**config.mk**
```make
export PLATFORM = sky130hd
export DESIGN_NAME = reg_file_mp
export DESIGN_NICKNAME = d
export VERILOG_FILES = /design/src/rtl/reg_file_mp_pkg.sv /design/src/rtl/reg_file_mp_bank.sv /design/src/rtl/reg_file_mp.sv
export SDC_FILE = /design/constraint.sdc
export NUM_CORES = 1
export LEC_CHECK = 0
export CAP_MARGIN = 15
export CORE_MARGIN = 4
export CORE_UTILIZATION = 41
export CTS_CLUSTER_SIZE = 12
export DETAILED_ROUTE_END_ITERATION = 8
export SYNTH_ARGS = -nofsm -noshare
export SYNTH_HDL_FRONTEND = slang
export SYNTH_SLANG_ARGS = --single-unit
```
**constraint.sdc**
```tcl
create_clock -name clk -period 4 [get_ports clk]
set_input_delay 0.8 -clock clk [delete_from_list [all_inputs] [get_ports clk]]
set_output_delay 0.8 -clock clk [all_outputs]
set_load 0.02 [all_outputs]
```
**src/rtl/reg_file_mp_pkg.sv**
```systemverilog
// Shared types and helpers for the multi-read-port register file.
package reg_file_mp_pkg;

   // Sweep/operate controller states
   typedef enum logic [0:0] {
      ST_CLEAR = 1'b0,
      ST_RUN   = 1'b1
   } state_t;

   // Number of entries addressed by an aw-bit address
   function automatic int unsigned depth_of(input int unsigned aw);
      return 32'd1 << aw;
   endfunction

endpackage : reg_file_mp_pkg

```
**src/rtl/reg_file_mp_bank.sv**
```systemverilog
// One 1R1W storage bank: unreset array, registered read with enable.
module reg_file_mp_bank
   import reg_file_mp_pkg::*;
#(
   parameter int unsigned DATA_W = 32,
   parameter int unsigned ADDR_W = 5
) (
   input  logic              clk,
   input  logic              rst_n,
   input  logic              i_we,
   input  logic [ADDR_W-1:0] i_wa,
   input  logic [DATA_W-1:0] i_wd,
   input  logic              i_rd_en,
   input  logic [ADDR_W-1:0] i_ra,
   output logic [DATA_W-1:0] o_rd
);

   localparam int unsigned DEPTH = depth_of(ADDR_W);

   logic [DATA_W-1:0] r_mem [DEPTH];

   // Array write; no reset so the array stays RAM-mappable
   always_ff @(posedge clk) begin
      if (i_we) r_mem[i_wa] <= i_wd;
   end

   // Registered read; sees the pre-write contents on an address collision
   always_ff @(posedge clk or negedge rst_n) begin
      if (!rst_n)       o_rd <= '0;
      else if (i_rd_en) o_rd <= r_mem[i_ra];
   end

endmodule : reg_file_mp_bank

```
**src/rtl/reg_file_mp.sv**
```systemverilog
// Multi-read-port register file with zero register, write bypass and post-reset clear sweep.
module reg_file_mp
   import reg_file_mp_pkg::*;
#(
   parameter int unsigned DATA_W         = 32,
   parameter int unsigned ADDR_W         = 5,
   parameter int unsigned NUM_READ       = 2,
   parameter int unsigned ZERO_REG       = 1,
   parameter int unsigned BYPASS         = 1,
   parameter int unsigned CLEAR_ON_RESET = 1
) (
   input  logic                         clk,
   input  logic                         rst_n,
   input  logic [NUM_READ*ADDR_W-1:0]   ra,
   input  logic [NUM_READ-1:0]          re,
   input  logic [ADDR_W-1:0]            wa,
   input  logic [DATA_W-1:0]            din,
   input  logic                         we,
   output logic [NUM_READ*DATA_W-1:0]   dout,
   output logic                         ready
);

   localparam int unsigned DEPTH = depth_of(ADDR_W);
   localparam int unsigned CW    = ADDR_W + 1;

   state_t              r_state, w_state_nxt;
   logic [CW-1:0]       r_clr_idx, w_clr_idx_nxt;
   logic                r_ready, w_ready_nxt;

   logic                w_clearing;
   logic                w_running;
   logic                w_wr_ext;
   logic                w_bank_we;
   logic [ADDR_W-1:0]   w_bank_wa;
   logic [DATA_W-1:0]   w_bank_wd;

   assign w_clearing = (r_state == ST_CLEAR);
   assign w_running  = (r_state == ST_RUN);
   assign w_wr_ext   = w_running && we && !((ZERO_REG != 0) && (wa == '0));

   // Bank write port shared by the sweep and the external writer
   assign w_bank_we = w_clearing || w_wr_ext;
   assign w_bank_wa = w_clearing ? r_clr_idx[ADDR_W-1:0] : wa;
   assign w_bank_wd = w_clearing ? '0 : din;

   assign ready = r_ready;

   // Controller state, sweep index and ready flag
   always_ff @(posedge clk or negedge rst_n) begin
      if (!rst_n) begin
         r_state   <= (CLEAR_ON_RESET != 0) ? ST_CLEAR : ST_RUN;
         r_clr_idx <= '0;
         r_ready   <= (CLEAR_ON_RESET == 0);
      end else begin
         r_state   <= w_state_nxt;
         r_clr_idx <= w_clr_idx_nxt;
         r_ready   <= w_ready_nxt;
      end
   end

   // Sweep advances one entry per edge; last entry hands over to RUN
   always_comb begin
      w_state_nxt   = r_state;
      w_clr_idx_nxt = r_clr_idx;
      w_ready_nxt   = r_ready;
      case (r_state)
         ST_CLEAR: begin
            w_clr_idx_nxt = r_clr_idx + CW'(1);
            if (r_clr_idx == CW'(DEPTH - 1)) begin
               w_state_nxt = ST_RUN;
               w_ready_nxt = 1'b1;
            end
         end
         ST_RUN: begin
            w_state_nxt = ST_RUN;
         end
         default: begin
            w_state_nxt = ST_CLEAR;
         end
      endcase
   end

   for (genvar p = 0; p < int'(NUM_READ); p++) begin : g_port
      logic [ADDR_W-1:0] w_ra;
      logic              w_rd_en;
      logic              w_zero_hit;
      logic              w_byp_hit;
      logic [DATA_W-1:0] w_bank_rd;
      logic              r_ovr;
      logic [DATA_W-1:0] r_ovr_data;

      assign w_ra       = ra[p*ADDR_W +: ADDR_W];
      assign w_rd_en    = w_running && re[p];
      assign w_zero_hit = (ZERO_REG != 0) && (w_ra == '0);
      assign w_byp_hit  = (BYPASS != 0) && w_wr_ext && (wa == w_ra);

      reg_file_mp_bank #(
         .DATA_W (DATA_W),
         .ADDR_W (ADDR_W)
      ) u_bank (
         .clk     (clk),
         .rst_n   (rst_n),
         .i_we    (w_bank_we),
         .i_wa    (w_bank_wa),
         .i_wd    (w_bank_wd),
         .i_rd_en (w_rd_en),
         .i_ra    (w_ra),
         .o_rd    (w_bank_rd)
      );

      // Registered override: zero register or forwarded write data wins over the bank
      always_ff @(posedge clk or negedge rst_n) begin
         if (!rst_n) begin
            r_ovr      <= 1'b1;
            r_ovr_data <= '0;
         end else if (w_rd_en) begin
            r_ovr      <= w_zero_hit || w_byp_hit;
            r_ovr_data <= w_zero_hit ? '0 : din;
         end
      end

      assign dout[p*DATA_W +: DATA_W] = r_ovr ? r_ovr_data : w_bank_rd;
   end

endmodule : reg_file_mp

```
# Word-level counts from Yosys, hierarchy flattened
# Memory sizes are Yosys's and may differ from the RTL's. A register that Yosys moved wholly into a read port is not among the register bits.
# Cells that the tools add are included.
dict set report word_totals {
  memories 2
  out_inout_bits 65
  regBits 74
  mem_bits_rw 2048
}
# memory words width rd rd_ports_with_merged_regs wr line
set memory_table {}
lappend memory_table {{g_port[0].u_bank.r_mem} 32 32 1 1 1 reg_file_mp_bank.sv:20} ;# logic [DATA_W-1:0] r_mem [DEPTH];
lappend memory_table {{g_port[1].u_bank.r_mem} 32 32 1 1 1 reg_file_mp_bank.sv:20}
dict set report classes {
  addsub 1
  bitwise_logic 1
  n_eq_ne 3
  reduce_logical 16
  n_mux 10
}
# cell count
set op_table {}
lappend op_table {{32-bit 2-to-1 mux} 5}
lappend op_table {{5-bit logical NOT} 3}
lappend op_table {{5-bit == test} 2}
lappend op_table {{6-bit by 1-bit adder with 6-bit output, second input constant} 1}
lappend op_table {{6-bit by 5-bit == test with 1-bit output, second input constant} 1}
lappend op_table {{1-bit logical AND} 6}
lappend op_table {{5-bit 2-to-1 mux} 1}
lappend op_table {{1-bit logical NOT} 3}
lappend op_table {{1-bit logical OR} 3}
lappend op_table {{1-bit 2-to-1 mux} 3}
lappend op_table {{1-bit one-hot mux with 2 select lines} 1}
lappend op_table {{2-bit AND reduction} 1}
lappend op_table {{1-bit inverter} 1}

# Longest topological paths before layout
# Gate-level depths: netlist of the first run.
dict set report depth {
  depth_word 6
  ltp_mapped 10
  ltp_nobuf 5
}

# Cells and area by module
# From an unflattened synthesis of the first run, not the netlist that was laid out.
dict set report unflattened {
  hier_cells 4716
  hier_area_um2 85664.7
}
# module seq_area_each_um2 instances cells_per_inst area_each_um2
set by_module_without_submodules {}
lappend by_module_without_submodules {reg_file_mp_bank 31550.3 2 2200 40910.5}
lappend by_module_without_submodules {reg_file_mp 1854.3 1 316 3843.7}

# Worst setup path before layout of the first run
# No wires, ideal clock.
dict set report synth_path {
  path_type {input port to flip-flop}
  from {in wa[0]}
  to {mem g_port[0].u_bank.r_mem[25][0] (enable)}
  cell_stages 5
  setup_slack_ps -102
  t_arrival_ps 3641
  setup_ps 461
  cell_sequence {clkbuf_1 -> nand2_1 -> nor2_1 -> a22oi_1 -> nor3_1}
}
dict set report synth_between {
  elab_chain_len 6
  elab_cells_between_ends 7
  classes_between {mux (3); reduce/logical (4)}
}
# item line
set synth_lines {}
lappend synth_lines {{from (decl)} reg_file_mp.sv:16} ;# input logic [ADDR_W-1:0] wa,
lappend synth_lines {{5-bit logical NOT} reg_file_mp.sv:39} ;# assign w_wr_ext = w_running && we && !((ZERO_REG != 0) && (wa == '0));
lappend synth_lines {{1-bit logical NOT} reg_file_mp.sv:39}
lappend synth_lines {{1-bit logical AND} reg_file_mp.sv:39}
lappend synth_lines {{1-bit logical OR} reg_file_mp.sv:42} ;# assign w_bank_we = w_clearing || w_wr_ext;
lappend synth_lines {{1-bit 2-to-1 mux} reg_file_mp_bank.sv:24} ;# if (i_we) r_mem[i_wa] <= i_wd;
lappend synth_lines {{1-bit 2-to-1 mux (not written as such)} reg_file_mp_bank.sv:24}
lappend synth_lines {{to (decl)} reg_file_mp_bank.sv:20}
# Several ways; a longest one is shown, not always the timed one.

# Worst setup path after layout of the first run
dict set report layout_path {
  from {reg g_port[1].r_ovr}
  to {out dout[59]}
}
dict set report layout_between {
  elab_chain_len 1
}
# item line
set layout_lines {}
lappend layout_lines {{from (decl)} reg_file_mp.sv:89} ;# logic r_ovr;
lappend layout_lines {{from (signal assigned)} reg_file_mp.sv:117} ;# r_ovr <= w_zero_hit || w_byp_hit;
lappend layout_lines {{32-bit 2-to-1 mux} reg_file_mp.sv:122} ;# assign dout[p*DATA_W +: DATA_W] = r_ovr ? r_ovr_data : w_bank_rd;
lappend layout_lines {{to (decl)} reg_file_mp.sv:19} ;# output logic [NUM_READ*DATA_W-1:0] dout,
# Every way passes these cells.

==> results of run 1 <==
-- path summary, 6_finish.rpt --
| check | slack (ns) | end |
|---|---|---|
| worst max-delay path | 0.29 | dout[59] |
| worst min-delay path | 0.14 | g_port[0].r_ovr_data[20]$_DFFE_PN0P_ |
| worst max register to register | 1.03 | g_port[1].u_bank.r_mem[23][9]$_DFFE_PP_ |
| worst min register to register | 0.49 | r_clr_idx[5]$_DFFE_PN0N_ |
| max in group asynchronous | 2.91 | g_port[1].r_ovr_data[23]$_DFFE_PN0P_ |
| min in group clk | 0.49 | r_clr_idx[5]$_DFFE_PN0N_ |
-- cell type report --
type                    instances  area [µm²]
repair buffers                324        3533
clock buffers                 192        3547
flip-flops and latches       1162       34210
multi-input cells            1798       18660
diodes                          1       2.502
well taps                    1742        2180
fillers                     10900       67480
clock inverters                37       364.1
inverters                       2       7.507
-- state kept, by name, indices dropped and copies added (netlist names) --
name	cells
r_clr_idx	6
g_port.u_bank.o_rd	64
r_state	1
ready	1
g_port.u_bank.r_mem	1024
g_port.r_ovr_data	64
g_port.r_ovr	2
-- through the flow --
stage	worst slack, ns	hold WS (ns)	util [%]	instance area, µm²	power, µW
after floorplan	0.7483	0.4393	-	53910	15360
after global placement	0.3467	0.4612	45.01	58510	16580
after detailed placement	0.3671	0.4661	45.01	58510	16590
after CTS	0.2197	0.1553	48.02	62420	27630
after global routing	0.2199	0.1768	48.08	62500	28340
final	0.2865	0.1355	48.09	62500	27510
-- critical path, cell delays in order, from the launching register on --
cell             delay [ns]
dfstp_2                0.91
buf_12                 0.26
mux2_2                 0.37
clkdlybuf4s50_1        0.60
-- cells in the mapped netlist, types with 34 or more instances --
| cell | number | share of area, % |
|---|---|---|
| edfxtp_1 | 1024 | 57 |
| mux2i_1 | 573 | 11 |
| mux4_2 | 234 | 9.8 |
| dfrtp_1 | 136 | 6.3 |
| mux2_2 | 127 | 2.7 |
| a22o_1 | 126 | 2.0 |
| a22oi_1 | 125 | 1.7 |
| clkbuf_1 | 123 | 0.86 |
| a21oi_1 | 94 | 0.87 |
| a221oi_1 | 93 | 1.5 |
| nor2_1 | 91 | 0.63 |
| buf_2 | 63 | 0.58 |
| nand2_1 | 63 | 0.44 |
| o22ai_1 | 48 | 0.56 |
| buf_4 | 39 | 0.54 |
| and2_1 | 34 | 0.39 |
-- cells by family after synthesis --
logic type               after synthesis  share of synthesized area, %
buffers and inverters                265                         2.521
XOR/XNOR                              15                        0.2437
flip-flops                          1162                         63.46
AO/OA/AOI/OAI                        584                         8.347
adder cells (fa/ha/maj)                1                       0.02321
AND/OR/NAND/NOR                      259                         2.228
multiplexers                         939                         23.18
-- power by group through the flow --
| stage | combinational [µW] | clock, µW | sequential, µW |
|---|---|---|---|
| floorplan | 1660 | 0 | 13700 |
| global placement | 2760 | 0 | 13800 |
| detailed placement | 2770 | 0 | 13800 |
| CTS | 2780 | 11300 | 13600 |
| global route | 2930 | 11800 | 13600 |
| finish | 2790 | 11100 | 13600 |
-- routing by layer --
| metal | track usage [%] | up-vias |
|---|---|---|
| met5 | 0 | - |
| met4 | 7.861 | 2 |
| met3 | 4.643 | 284 |
| met2 | 38.68 | 1659 |
| met1 | 35.24 | 17480 |
| li1 | - | 13680 |
==> flow_summary.toml, run 1 <==
[synth]
synthesis.nets = 3278
ys_warn_count = 0
synthFlopType = "edfxtp_1"
netlist_area_mm2 = 0.05390
yosysSeqAreaShare_pct = 63.46
async_flop_share_pct = 11.88
yosysUniqueCellTypes = 53
synth-edff-count = 1024
syn-instance-count = 3225
synth_area_per_cell_um2 = 16.71
ys_ff_latch = 1162

[clock_network]
cts_max_level = 3
hold_buffers = 0
root_buffer = "clkbuf_16"
cts.path.max_buffers = 3
clk_latency_ns = 0.73
cts_resized = 0
cts_tree = "done"
clkTransAtPathRegs_ns = 0.06
cts.sinks = 1162
postCtsSetupBuffers = 0
cts_buffers = 120

[timing]
rsz0062_at_grt = "false"
drv_slew = 0
timing.fmax_mhz = 269.3
hold_violations = 0
finalCritPeriodShare_pct = 92.84
fin_crit_ns = 3.713
setup_viol = 0
clock_skew_ns = 0.02764
tns_ns = 0
worstMarginPinSlew_ns = 1.143
relSlewSlack_pct = 23.79

[floorplan]
core_mm2 = 0.1300
die_area_mm2 = 0.1373
die_h_um = 370.6
ios = 117
initial_utilization_pct = 41.47
die_w_um = 370.6
num_rows = 132

[pwr]
seq_power_share_pct = 49.3
p_int_uw = 21030
p_switching_uw = 6476
leakage_uw = 0.02175
combPwrFrac_pct = 10.2
irDropWorstVdd_uv = 368.8
powerDensity_mw_per_mm2 = 440.1
swShare_pct = 23.54
power.share.clock_pct = 40.5

[setup_path]
path_max_fanout = 20
endpoint_kind = "output port"
critical_path_class = "flip-flop to output port"
r2r-start = "r_state$_DFF_PN0_"
arrival_ns = 2.91
start_kind = "flip-flop"
worstRegToRegCells = 6
worstSetupStartpoint = "g_port[1].r_ovr$_DFFE_PN1P_"
cp_data_required_time_ns = 3.20

[drt]
wl_met1_um = 71830
drc_errors = 0
ant_nets = 0
wirelength_um = 172400
via_per_inst = 6.296
routed.top_layer = "met5"
wl_met3_um = 15770
wl_per_cell_um = 32.79
first_pass_iters = 5
vias = 33100
drt_iter0_drc = 3998
wl_met2_um = 79250

[status]
status = "complete, no violations"

[cells_and_area]
final_cells = 5258
layout.cells.most_common = "edfxtp_1"
drive_above_1_share_pct = 23.27
final_cell_mix = "edfxtp_1, mux2i_1, mux4_2"
nNetsFinal = 3461
area_delta_synth_final_pct = 15.96

[placed_design]
place_inst = 5025
io_buffers = 116
dp_hpwl_um = 106200
gp_congestion = 0.8210

[global_route]
antenna_found_initial = 9
grt_first_pass_wirelength_um = 244800
grt_pass1_vias = 32890
grt_start_max_net_pins = 75
track_usage_pct = 24.77
gr-total-overflow = 0

[hold_path]
min-delay-path-class = "primary input to asynchronous set/reset pin"

[flow_run]
cap_violations = 0
(Power assumes the default switching activity.)
==> inputs of run 2 (changes only) <==
--- a/config.mk
+++ b/config.mk
@@ -5,11 +5,13 @@
 export SDC_FILE = /design/constraint.sdc
 export NUM_CORES = 1
 export LEC_CHECK = 0
-export CAP_MARGIN = 15
+export CELL_PAD_IN_SITES_DETAIL_PLACEMENT = 0
+export CELL_PAD_IN_SITES_GLOBAL_PLACEMENT = 2
 export CORE_MARGIN = 4
 export CORE_UTILIZATION = 41
 export CTS_CLUSTER_SIZE = 12
 export DETAILED_ROUTE_END_ITERATION = 8
+export PLACE_DENSITY_LB_ADDON = 0.1
 export SYNTH_ARGS = -nofsm -noshare
 export SYNTH_HDL_FRONTEND = slang
 export SYNTH_SLANG_ARGS = --single-unit
==> run 2 against run 1 <==
  * Via count is 1.4% higher
  * Utilization is 0.36 points higher
  * Sequential power hardly changed
  * Global-route usage increased by 2.9 points
  * Register-to-register slack worse by 0.37 ns
  * Fmax shrank 0.24%
==> flow_summary.toml, run 2 (same netlist as run 1, synthesis figures left out) <==
[status]
status = "complete, no violations"

[clock_network]
cts_buffers = 135
root_buffer = "clkbuf_16"
hold_buffers = 0
cts_tree = "done"
clkTransAtPathRegs_ns = 0.06
cts_resized = 0
cts.sinks = 1162
cts.path.max_buffers = 3
clk_latency_ns = 0.75
postCtsSetupBuffers = 0
cts_max_level = 4

[placed_design]
place_inst = 5035
place_area_mm2 = 0.05864
dp_hpwl_um = 112600
io_buffers = 116
gp_congestion = 0.8106

[floorplan]
core_mm2 = 0.1300
num_rows = 132
die_w_um = 370.6
die_area_mm2 = 0.1373
die_h_um = 370.6
ios = 117
initial_utilization_pct = 41.47

[timing]
tns_ns = 0
clock_skew_ns = 0.02811
timing.fmax_mhz = 268.7
relSlewSlack_pct = 20.16
setup_viol = 0
drv_slew = 0
rsz0062_at_grt = "false"
fin_crit_ns = 3.722
finalCritPeriodShare_pct = 93.05
hold_violations = 0
worstMarginPinSlew_ns = 1.198

[drt]
wirelength_um = 190200
vias = 33560
first_pass_iters = 5
wl_per_cell_um = 36.03
ant_nets = 0
drt_iter0_drc = 3527
drc_errors = 0
via_per_inst = 6.355

[hold_path]
min-delay-path-class = "primary input to asynchronous set/reset pin"

[setup_path]
arrival_ns = 2.92
start_kind = "flip-flop"
reg2reg_setup_slack_ns = 0.66
cp_data_required_time_ns = 3.20
path_max_fanout = 33
endpoint_kind = "output port"
critical_path_class = "flip-flop to output port"

[pwr]
powerDensity_mw_per_mm2 = 454.2
irDropWorstVdd_uv = 361.9
leakage_uw = 0.02198

[flow_run]
cap_violations = 0

[global_route]
track_usage_pct = 27.65
grt_pass1_vias = 34420
grt_first_pass_wirelength_um = 267600
grt_start_max_net_pins = 69
gr-total-overflow = 0
antenna_found_initial = 10

[cells_and_area]
final_cell_mix = "edfxtp_1, mux2i_1, mux4_2"
layout.cells.most_common = "edfxtp_1"
final_design_area_no_fill_mm2 = 0.06298
drive_above_1_share_pct = 23.94
area_delta_synth_final_pct = 16.84
fill_cells = 11020
largest_register_ffs = 1024
top_regs = "g_port.u_bank.r_mem (1024), g_port.r_ovr_data (64), g_port.u_bank.o_rd (64)"
final_cells = 5280
nNetsFinal = 3483
largest_register = "g_port.u_bank.r_mem"
finalCoreUtilization_pct = 48.45
[run 2: metal layers]
layer	GRT usage, %	share of wire (%)	vias up
met4	7.440	2.4	2
met3	4.780	7.3	272
met2	43.17	46	1402
li1	-	-	13760
met5	0	0.0068	-
met1	40.17	44	18120
[run 2: worst max-delay path, stage by stage (launching register included)]
cell,delay [ns]
dfstp_2,0.51
buf_4,0.55
mux2_2,0.47
clkdlybuf4s50_1,0.57
[run 2: cell type report]
cell class	instances	area [µm²]	share of cell area (%)
clock inverters	48	489.2	0.7768
inverters	2	7.507	0.01192
diodes	4	10.01	0.01589
clock buffers	193	3841	6.099
well taps	1742	2180	3.461
flip-flops and latches	1162	34210	54.32
multi-input cells	1798	18660	29.63
repair buffers	331	3581	5.686
[run 2: report_power, final]
group          leakage [µW]  internal [µW]  total [µW]  switching, µW
combinational       0.00899           1160        2830           1670
sequential           0.0109          13400       13600            203
clock               0.00213           7290       12200           4880
[run 2: worst paths after layout]
check / from / to / cells after the start
min: rst_n / g_port[1].u_bank.o_rd[23]$_DFFE_PN0P_ / 1
max in group asynchronous: rst_n / g_port[0].u_bank.o_rd[29]$_DFFE_PN0P_ / 2
min in group clk: r_clr_idx[5]$_DFFE_PN0N_ / r_clr_idx[5]$_DFFE_PN0N_ / 1
min reg2reg: r_clr_idx[5]$_DFFE_PN0N_ / r_clr_idx[5]$_DFFE_PN0N_ / 1
max reg2reg: r_state$_DFF_PN0_ / g_port[1].u_bank.o_rd[21]$_DFFE_PN0P_ / 5
max: g_port[1].r_ovr$_DFFE_PN1P_ / dout[58] / 3
[run 2: per-stage QoR]
stage | setup slack, ns | total power (µW) | hold slack (ns)
5_1_grt | 0.2162 | 29510 | 0.06101
2_1_floorplan | 0.7483 | 15360 | 0.4393
3_3_place_gp | 0.2968 | 16630 | 0.4627
6_report | 0.2778 | 28600 | 0.04484
3_5_place_dp | 0.2484 | 16660 | 0.4577
4_1_cts | 0.2299 | 28830 | 0.03923
